--- src/rtl/tx_byte_queue_if.sv ---
// tx_byte_queue_if: producer and TX_CONTROLLER-facing signals of tx_byte_queue.
//   wr_en, wr_data           producer push strobe and byte
//   full, empty, count       FIFO status (count excludes the byte held in tx_Din)
//   overflow                 rejected-push indicator
//   tx_send_en, tx_Din       request and byte towards TX_CONTROLLER
//   tx_busy                  TX_CONTROLLER busy flag
// Modports: slave = the queue itself, master = producer/controller side.
interface tx_byte_queue_if #(
    parameter int unsigned ADDR_W = 3
);
    logic              wr_en;
    logic [7:0]        wr_data;
    logic              full;
    logic              empty;
    logic [ADDR_W:0]   count;
    logic              overflow;
    logic              tx_send_en;
    logic [7:0]        tx_Din;
    logic              tx_busy;

    modport slave (
        input  wr_en, wr_data, tx_busy,
        output full, empty, count, overflow, tx_send_en, tx_Din
    );

    modport master (
        output wr_en, wr_data, tx_busy,
        input  full, empty, count, overflow, tx_send_en, tx_Din
    );
endinterface

--- src/rtl/tx_byte_queue.sv ---
// tx_byte_queue: byte FIFO plus request sequencer in front of TX_CONTROLLER.
// Bytes pushed at clock rate are stored, then handed over one at a time on
// tx_Din/tx_send_en, pacing on tx_busy with GAP_CYCLES idle clocks per frame.
// Ports:
//   CLK_50M   system clock, rising edge
//   reset_n   asynchronous active-low reset
//   bus       tx_byte_queue_if.slave (push side, status, TX_CONTROLLER side)
// Parameters: ADDR_W (depth = 2^ADDR_W), GAP_CYCLES (0..255).
// Optional: define TX_QUEUE_OVF_STICKY_EN to make overflow sticky until reset;
// otherwise overflow pulses for one clock after each rejected push.
module tx_byte_queue #(
    parameter int unsigned ADDR_W     = 3,
    parameter int unsigned GAP_CYCLES = 2
) (
    input  logic           CLK_50M,
    input  logic           reset_n,
    tx_byte_queue_if.slave bus
);
    localparam int unsigned      Depth   = 1 << ADDR_W;
    localparam logic [ADDR_W:0]  CntFull = {1'b1, {ADDR_W{1'b0}}};
    localparam logic [ADDR_W:0]  CntOne  = (ADDR_W + 1)'(1);
    localparam logic [ADDR_W-1:0] PtrOne = ADDR_W'(1);
    localparam logic [7:0]       GapLoad = 8'(GAP_CYCLES - 1);

    typedef enum logic [1:0] {StIdle, StReq, StSend, StGap} state_e;

    state_e              state_q, state_d;
    logic [7:0]          gap_q, gap_d;
    logic [7:0]          mem_q [Depth];
    logic [ADDR_W-1:0]   wr_ptr_q, rd_ptr_q;
    logic [ADDR_W:0]     count_q;
    logic [7:0]          din_q;
    logic                ovf_q, ovf_d;

    logic full, empty, push, pop, reject;

    assign full   = (count_q == CntFull);
    assign empty  = (count_q == '0);
    // Full is judged on the registered count, so a same-cycle pop cannot admit a push.
    assign push   = bus.wr_en && !full;
    assign reject = bus.wr_en && full;

    // FSM state register
    always_ff @(posedge CLK_50M or negedge reset_n) begin
        if (!reset_n) begin
            state_q <= StIdle;
            gap_q   <= 8'd0;
        end else begin
            state_q <= state_d;
            gap_q   <= gap_d;
        end
    end

    // FSM next state; the pop happens on the IDLE->REQ edge
    always_comb begin
        state_d = state_q;
        gap_d   = gap_q;
        pop     = 1'b0;
        unique case (state_q)
            StIdle: begin
                if (!empty) begin
                    state_d = StReq;
                    pop     = 1'b1;
                end
            end
            StReq: begin
                if (bus.tx_busy) state_d = StSend;
            end
            StSend: begin
                if (!bus.tx_busy) begin
                    if (GAP_CYCLES == 0) begin
                        state_d = StIdle;
                    end else begin
                        state_d = StGap;
                        gap_d   = GapLoad;
                    end
                end
            end
            StGap: begin
                if (gap_q == 8'd0) state_d = StIdle;
                else               gap_d   = gap_q - 8'd1;
            end
            default: state_d = StIdle;
        endcase
    end

`ifdef TX_QUEUE_OVF_STICKY_EN
    assign ovf_d = ovf_q | reject;
`else
    assign ovf_d = reject;
`endif

    // Queue bookkeeping and the held output byte
    always_ff @(posedge CLK_50M or negedge reset_n) begin
        if (!reset_n) begin
            wr_ptr_q <= '0;
            rd_ptr_q <= '0;
            count_q  <= '0;
            din_q    <= 8'h00;
            ovf_q    <= 1'b0;
        end else begin
            ovf_q <= ovf_d;
            if (push) wr_ptr_q <= wr_ptr_q + PtrOne;
            if (pop) begin
                rd_ptr_q <= rd_ptr_q + PtrOne;
                din_q    <= mem_q[rd_ptr_q];
            end
            unique case ({push, pop})
                2'b10:   count_q <= count_q + CntOne;
                2'b01:   count_q <= count_q - CntOne;
                default: count_q <= count_q;
            endcase
        end
    end

    // Storage needs no reset: stale entries are never read while count is zero.
    always_ff @(posedge CLK_50M) begin
        if (push) mem_q[wr_ptr_q] <= bus.wr_data;
    end

    assign bus.full       = full;
    assign bus.empty      = empty;
    assign bus.count      = count_q;
    assign bus.overflow   = ovf_q;
    assign bus.tx_send_en = (state_q == StReq);
    assign bus.tx_Din     = din_q;
endmodule

--- src/flat_wrapper.sv ---
// flat-port wrapper written by rule: the top's interface ports become plain ports
module tx_byte_queue_flat 
#(
    parameter int unsigned ADDR_W     = 3,
    parameter int unsigned GAP_CYCLES = 2
)
  (CLK_50M, reset_n, bus_wr_en, bus_wr_data, bus_tx_busy, bus_full, bus_empty, bus_count, bus_overflow, bus_tx_send_en, bus_tx_Din);
  tx_byte_queue_if #(.ADDR_W(ADDR_W)) bus_i ();
  input  logic CLK_50M;
  input  logic reset_n;
  input wire logic [$bits(bus_i.wr_en)-1:0] bus_wr_en;
  input wire logic [$bits(bus_i.wr_data)-1:0] bus_wr_data;
  input wire logic [$bits(bus_i.tx_busy)-1:0] bus_tx_busy;
  output wire logic [$bits(bus_i.full)-1:0] bus_full;
  output wire logic [$bits(bus_i.empty)-1:0] bus_empty;
  output wire logic [$bits(bus_i.count)-1:0] bus_count;
  output wire logic [$bits(bus_i.overflow)-1:0] bus_overflow;
  output wire logic [$bits(bus_i.tx_send_en)-1:0] bus_tx_send_en;
  output wire logic [$bits(bus_i.tx_Din)-1:0] bus_tx_Din;
  assign bus_i.wr_en = bus_wr_en;
  assign bus_i.wr_data = bus_wr_data;
  assign bus_i.tx_busy = bus_tx_busy;
  assign bus_full = bus_i.full;
  assign bus_empty = bus_i.empty;
  assign bus_count = bus_i.count;
  assign bus_overflow = bus_i.overflow;
  assign bus_tx_send_en = bus_i.tx_send_en;
  assign bus_tx_Din = bus_i.tx_Din;
  tx_byte_queue #(.ADDR_W(ADDR_W), .GAP_CYCLES(GAP_CYCLES)) u_core (.CLK_50M(CLK_50M), .reset_n(reset_n), .bus(bus_i));
endmodule
--- config.mk ---
export PLATFORM = sky130hd
export DESIGN_NAME = tx_byte_queue_flat
export DESIGN_NICKNAME = d
export VERILOG_FILES = /design/src/rtl/tx_byte_queue_if.sv /design/src/rtl/tx_byte_queue.sv /design/src/flat_wrapper.sv
export SDC_FILE = /design/constraint.sdc
export NUM_CORES = 1
export LEC_CHECK = 0
export ABC_AREA = 1
export CAP_MARGIN = 25
export CORE_MARGIN = 4
export CORE_UTILIZATION = 40
export DETAILED_ROUTE_END_ITERATION = 7
export PLACE_DENSITY = 0.66
export RECOVER_POWER = 25
export SYNTH_ARGS = -nofsm -noshare
export SYNTH_HDL_FRONTEND = slang
export SYNTH_SLANG_ARGS = --single-unit
--- constraint.sdc ---
create_clock -name CLK_50M -period 2.4 [get_ports CLK_50M]
set_input_delay 0.48 -clock CLK_50M [delete_from_list [all_inputs] [get_ports CLK_50M]]
set_output_delay 0.48 -clock CLK_50M [all_outputs]
set_load 0.005 [all_outputs]
After elaboration in Yosys (flattened, before gate mapping). Memory sizes are Yosys's and may differ from the RTL's. A register that Yosys moved wholly into a read port is not among the register bits. Cells that the tools add are included.

Add/sub/neg operators: 5. Reductions and logical operators: 11. Equal/unequal tests: 11. Muxes and demuxes: 13.

Operators by type and width (count): $mux W8 (2); $pmux W8 S2 (1); $logic_not A8 Y1 (1); $mux W2 (4); $ne A2 B2 Y1 const B (4); $pmux W2 S4 (1); $pmux W4 S2 (1); $sub A8 B1 Y8 const B (1); $add A3 B1 Y3 const B (2); $eq A2 B2 Y1 const B (3); $add A4 B1 Y4 const B (1); $eq A2 B1 Y1 const B (2); $eq A4 B4 Y1 const B (1); $logic_not A4 Y1 (1); $mux W1 (4); $reduce_and A4 Y1 (1); $reduce_bool A2 Y1 (2); $sub A4 B1 Y4 const B (1); $reduce_and A3 Y1 (1); $logic_and A1 B1 Y1 (2); $logic_not A1 Y1 (2); $logic_not A2 Y1 (1); $ne A2 B1 Y1 const B (1).

RAM bits: 64. Bits in registers: 21. Memories: 1. Word-level logic and storage cells: 47. Output and inout bits: 16.

Memory list: u_core.mem_q (depth 8, width 8, rd ports 1, clocked after memory_dff 1, write ports 1, RTL line tx_byte_queue.sv:29) `logic [7:0] mem_q [Depth];`.

Depth between registers and ports, before layout. Gate-level depths: netlist (run 1).

Depth in word-level cells: 5. Mapped depth: 13. Depth with buffers taken out: 12.

Least setup slack after synthesis (run 1). OpenSTA, ideal clock, no wires.

Path type: register -> register. Start: register u_core.state_q[0]. End: register u_core.count_q[2], in the netlist u_core.bus.count[2]. Arrival: 1.907 ns. Setup slack: 0.365 ns. Period minus slack after synthesis: 2.035 ns. Library setup time: 0.127 ns. Required time: 2.273 ns. Stages on the path, launching flop included: 12. Cell sequence: dfrtp_1 > inv_1 > ha_1 > nand2_8 > inv_4 > buf_8 > ha_1 > xor2_1 > ha_1 > a21oi_1 > xor2_1 > o21ai_0.

Longest elaborated chain between the ends: 4.

Ends and longest elaborated chain: from (decl) (RTL line tx_byte_queue.sv:27) `state_e state_q, state_d;`; from (signal assigned) (RTL line tx_byte_queue.sv:46) `state_q <= StIdle;`; from (signal assigned) (RTL line tx_byte_queue.sv:49) `state_q <= state_d;`; $logic_not A2 Y1 (*) (RTL line tx_byte_queue.sv:59) `unique case (state_q)`; $mux W1 (*) (RTL line tx_byte_queue.sv:59); net u_core.pop (RTL line tx_byte_queue.sv:35) `logic full, empty, push, pop, reject;`; $eq A2 B1 Y1 / $eq A2 B2 Y1 (equally long branches) (RTL line tx_byte_queue.sv:108) `unique case ({push, pop})`; $pmux W4 S2 / $reduce_bool A2 Y1 (equally long branches); to (signal assigned) (RTL line tx_byte_queue.sv:109) `2'b10: count_q <= count_q + CntOne;`; to (signal assigned) (RTL line tx_byte_queue.sv:110) `2'b01: count_q <= count_q - CntOne;`; to (signal assigned) (RTL line tx_byte_queue.sv:111) `default: count_q <= count_q;`; to (decl) (RTL line tx_byte_queue.sv:31) `logic [ADDR_W:0] count_q;`.

Mark *: on every way through the listed nets, which the timed path passes. The rest lies on a longest branch. A chain may end at the register's enable or synchronous reset.

Worst setup path in the final report (run 1).
Start: register u_core.count_q[1], in the netlist u_core.bus.count[1]. End: output port bus_empty.

Longest elaborated chain between the ends: 1.

Ends and longest elaborated chain: $logic_not A4 Y1 (RTL line tx_byte_queue.sv:38) `assign empty = (count_q == '0);`; to (decl) (RTL line flat_wrapper.sv:15) `output wire logic [$bits(bus_i.empty)-1:0] bus_empty;`.

No other way between the ends.

==> results of run 1 <==
==> final cells by class <==
class / count / area (sq um) / share of cell area
sequential: 93 / 2648 / 0.5437
multi-input combinational: 266 / 1421 / 0.2919
timing repair buffer: 35 / 326.6 / 0.06706
tap: 136 / 170.2 / 0.03494
clock buffer: 9 / 123.9 / 0.02544
inverter: 27 / 103.9 / 0.02133
clock inverter: 7 / 76.32 / 0.01567
==> registers in the layout, summed over array words and instances, names as in the netlist <==
| signal | flops |
|---|---|
| u_core.bus.count | 4 |
| u_core.bus.tx_Din | 8 |
| u_core.state_q | 2 |
| u_core.gap_q | 8 |
| u_core.mem_q | 64 |
| u_core.rd_ptr_q | 3 |
| u_core.wr_ptr_q | 3 |
| u_core.bus.overflow | 1 |
==> power by group through the flow <==
stage                     logic [mW]  registers [mW]  clock network (mW)
after floorplan                 2.12            2.35                   0
after global placement          2.62            2.42                   0
after detailed placement        2.69            2.43                   0
after CTS                       2.70            2.40                1.07
after global routing            3.03            2.44                1.14
final                           2.66            2.39                1.04
==> path summary, 6_finish.rpt <==
check                                                 start                                to  slack [ns]  depth (start not counted)
setup / recovery            u_core.bus.count[1]$_DFFE_PN0P_                         bus_empty        0.21                          4
hold / removal             u_core.bus.tx_Din[5]$_DFFE_PN0P_  u_core.bus.tx_Din[5]$_DFFE_PN0P_        0.50                          2
setup reg to reg              u_core.state_q[0]$_DFFE_PN0P_   u_core.bus.count[2]$_DFFE_PN0P_        0.30                         10
hold reg to reg            u_core.bus.tx_Din[5]$_DFFE_PN0P_  u_core.bus.tx_Din[5]$_DFFE_PN0P_        0.50                          2
max in group asynchronous                           reset_n    u_core.wr_ptr_q[2]$_DFFE_PN0P_        0.47                          2
min in group asynchronous                           reset_n       u_core.gap_q[6]$_DFFE_PN0P_        0.98                          2
==> cell families after synthesis <==
kind of cell	after synthesis	share of synthesized area
compound gates	46	0.05694
xor+xnor	9	0.01830
fa+ha+maj	12	0.03486
buf+inv	41	0.05520
flops	93	0.6148
mux	1	0.002324
simple gates	198	0.2176
==> per-stage QoR <==
step,instance area (sq um),utilization,setup slack [ns],hold slack (ns),power (mW)
floorplan,4307,-,0.3653,0.1844,4.468
global placement,4673,0.4486,0.2405,0.4852,5.033
detailed placement,4673,0.4486,0.1731,0.4793,5.121
CTS,4873,0.4679,0.1801,0.5011,6.166
global route,4870,0.4675,0.07504,0.5296,6.613
finish,4870,0.4675,0.2056,0.5037,6.094
==> worst min-delay path, stage by stage, from the launching register on <==
cell and delay [ns]:
sky130_fd_sc_hd__dfrtp_1 0.36, sky130_fd_sc_hd__nand2_1 0.06, sky130_fd_sc_hd__nand2_2 0.05
==> cells in the final DEF, fill, tap and decap left out, drive strengths merged <==
cell type,Yosys,layout
a21oi,2,2
buf,14,7
clkbuf,0,10
clkdlybuf4s50,0,24
clkinv,0,3
dfrtp,29,29
dlygate4sd3,0,3
edfxtp,64,64
ha,12,12
inv,27,31
mux2i,1,1
nand2,68,68
nand3,38,38
nand4,4,4
nor2,85,85
o21ai,44,44
or2,3,3
xnor2,2,2
xor2,7,7
==> routing by layer <==
layer | global-route usage | vias up
met1 | 0.1787 | 1349
met3 | 0.02283 | 11
met4 | 0.06407 | 0
met2 | 0.2202 | 60
li1 | - | 1396
met5 | 0 | -
==> impl_metrics.env, run 1 <==
export IMPL_detailedRoute_firstIterationViolations=161
export IMPL_die_area_sq_um=12490
export IMPL_finalCritPeriodShare=0.9143
export IMPL_hold_path_class="reg -> reg"
export IMPL_synth_nets=424
export IMPL_nets=456
export IMPL_insertedDiodeCount=0
export IMPL_via_count=2816
export IMPL_crit_path_end_kind="primary output"
export IMPL_routedLengthMet1_um=3819
export IMPL_synth_area_per_cell_sq_um=10.77
export IMPL_clk_transition_reported_paths_ns=0.11
export IMPL_globalRouteOverflowTotal=0
export IMPL_track_usage=0.1361
export IMPL_syn_instance_count=400
export IMPL_cts_max_path_buffers=2
export IMPL_synth_area_leader_cell="sky130_fd_sc_hd__edfxtp_1"
export IMPL_timing_critical_path_required_ns=1.92
export IMPL_numPortBuffers=27
export IMPL_cts_hold_buffers_added=0
export IMPL_cts_max_level=3
export IMPL_slew_violations=30
export IMPL_internal_power_mw=3.582
export IMPL_place_inst=557
export IMPL_synthFlopType="sky130_fd_sc_hd__edfxtp_1"
export IMPL_run_status="finished, violations left"
export IMPL_synth_ff_latch_count=93
export IMPL_top_signal_layer_used="met4"
export IMPL_net_switching_power_mw=2.512
export IMPL_final_hold_viol_count=0
export IMPL_arrival_ns=1.71
export IMPL_die_y_um=111.8
export IMPL_detail_route_antenna_nets=0
export IMPL_gp_congestion=0.7827
export IMPL_critical_path_startpoint_type="register"
export IMPL_grt_pass1_wl_um=13460
export IMPL_synth_commonest_cells="79 x sky130_fd_sc_hd__nor2_1, 64 x sky130_fd_sc_hd__edfxtp_1, 58 x sky130_fd_sc_hd__nand2_1"
export IMPL_crit_buf_inv=2
export IMPL_max_vdd_drop_mv=0.4941
export IMPL_routed_wl_met3_um=327
export IMPL_synth_async_reset_ratio=0.3118
export IMPL_switching_share=0.4122
export IMPL_post_cts_resized=0
export IMPL_rsz0062_at_grt="no"
export IMPL_dr_wl_met2_um=3847
export IMPL_finish_cell_count_without_fillers=573
export IMPL_crit_path_kind="reg -> out"
export IMPL_final_setup_tns_ns=0
export IMPL_max_cap_violations=1
export IMPL_nFillCells=954
export IMPL_fmax_ghz=0.4557
export IMPL_numCtsBuffers=9
export IMPL_detail_route_vias_per_cell=4.914
export IMPL_route_detailed_drc=0
export IMPL_violated_checks="max-capacitance violations, max-slew violations"
export IMPL_clock_sinks=93
export IMPL_firstDrtPassIters=4
export IMPL_largest_fanout_of_any_net_on_the_critical_path=5
export IMPL_layout_drive_gt1_share=0.1442
export IMPL_post_synth_top_count_cell="sky130_fd_sc_hd__nor2_1"
export IMPL_slew_headroom=-0.08480
export IMPL_dp_final_hpwl_um=5551
export IMPL_synth_warnings=0
export IMPL_share_clk_of_total_power=0.171
export IMPL_flow_area_growth_from_synthesis_pct=13.07
export IMPL_postRouteWirelength_um=8151
export IMPL_crit_path_top_delay_cell="sky130_fd_sc_hd__clkdlybuf4s50_1"
export IMPL_routed_wire_length_per_instance_um=14.23
export IMPL_fin_crit_ns=2.194
export IMPL_p_comb_frac=0.436
export IMPL_p_leak_nw=1.924
export IMPL_setup_viol=0
export IMPL_number_of_global_route_vias_before_repair=2705
export IMPL_antenna_found_initial=0
export IMPL_clockRootBuffer="sky130_fd_sc_hd__clkbuf_8"
export IMPL_synth_cell_area_sq_um=4307
export IMPL_post_synth_main_area_contributors="sky130_fd_sc_hd__edfxtp_1 45%, sky130_fd_sc_hd__dfrtp_1 17%, sky130_fd_sc_hd__nor2_1 6.9%, sky130_fd_sc_hd__nand2_1 5.1%, sky130_fd_sc_hd__o21ai_0 4.0%"
export IMPL_cts_tree="yes"
export IMPL_power_density_nw_per_um2=1251
export IMPL_io_pins=28
export IMPL_synth_seq_area_share=0.6148
export IMPL_critical_path_top_delay_family="buffers and inverters"
export IMPL_floorplan_die_width_um=111.8
export IMPL_post_cts_setup_buffer_count=0
export IMPL_pin_count_of_the_biggest_net_entering_global_routing=34
export IMPL_finalClockSkew_ns=0.01471
export IMPL_number_of_enable_type_register_cells_in_the_synthesized_netlist=64
export IMPL_ys_types=32
export IMPL_placementRows=37
export IMPL_share_seq_of_total_power=0.393
export IMPL_initial_utilization=0.4135
export IMPL_post_synth_top_area_fraction=0.4463
export IMPL_cpPeakStageDelay_ns=0.50
export IMPL_cp_cell_sequence="nor2_4, nand3_4, inv_2, clkdlybuf4s50_1"
export IMPL_core_area_sq_um=10420
export IMPL_tightestPinTransition_ns=1.627
export IMPL_worstSkewPairLatency_ns=0.36
No activity file was read; power rests on OpenSTA's default activity.
==> inputs of run 2 (changes only) <==
Settings changed: SKIP_CTS_REPAIR_TIMING set to 1, SLEW_MARGIN set to 40.
==> results of run 2 <==
No change in the layout: final DEF, timing and power equal those of run 1.
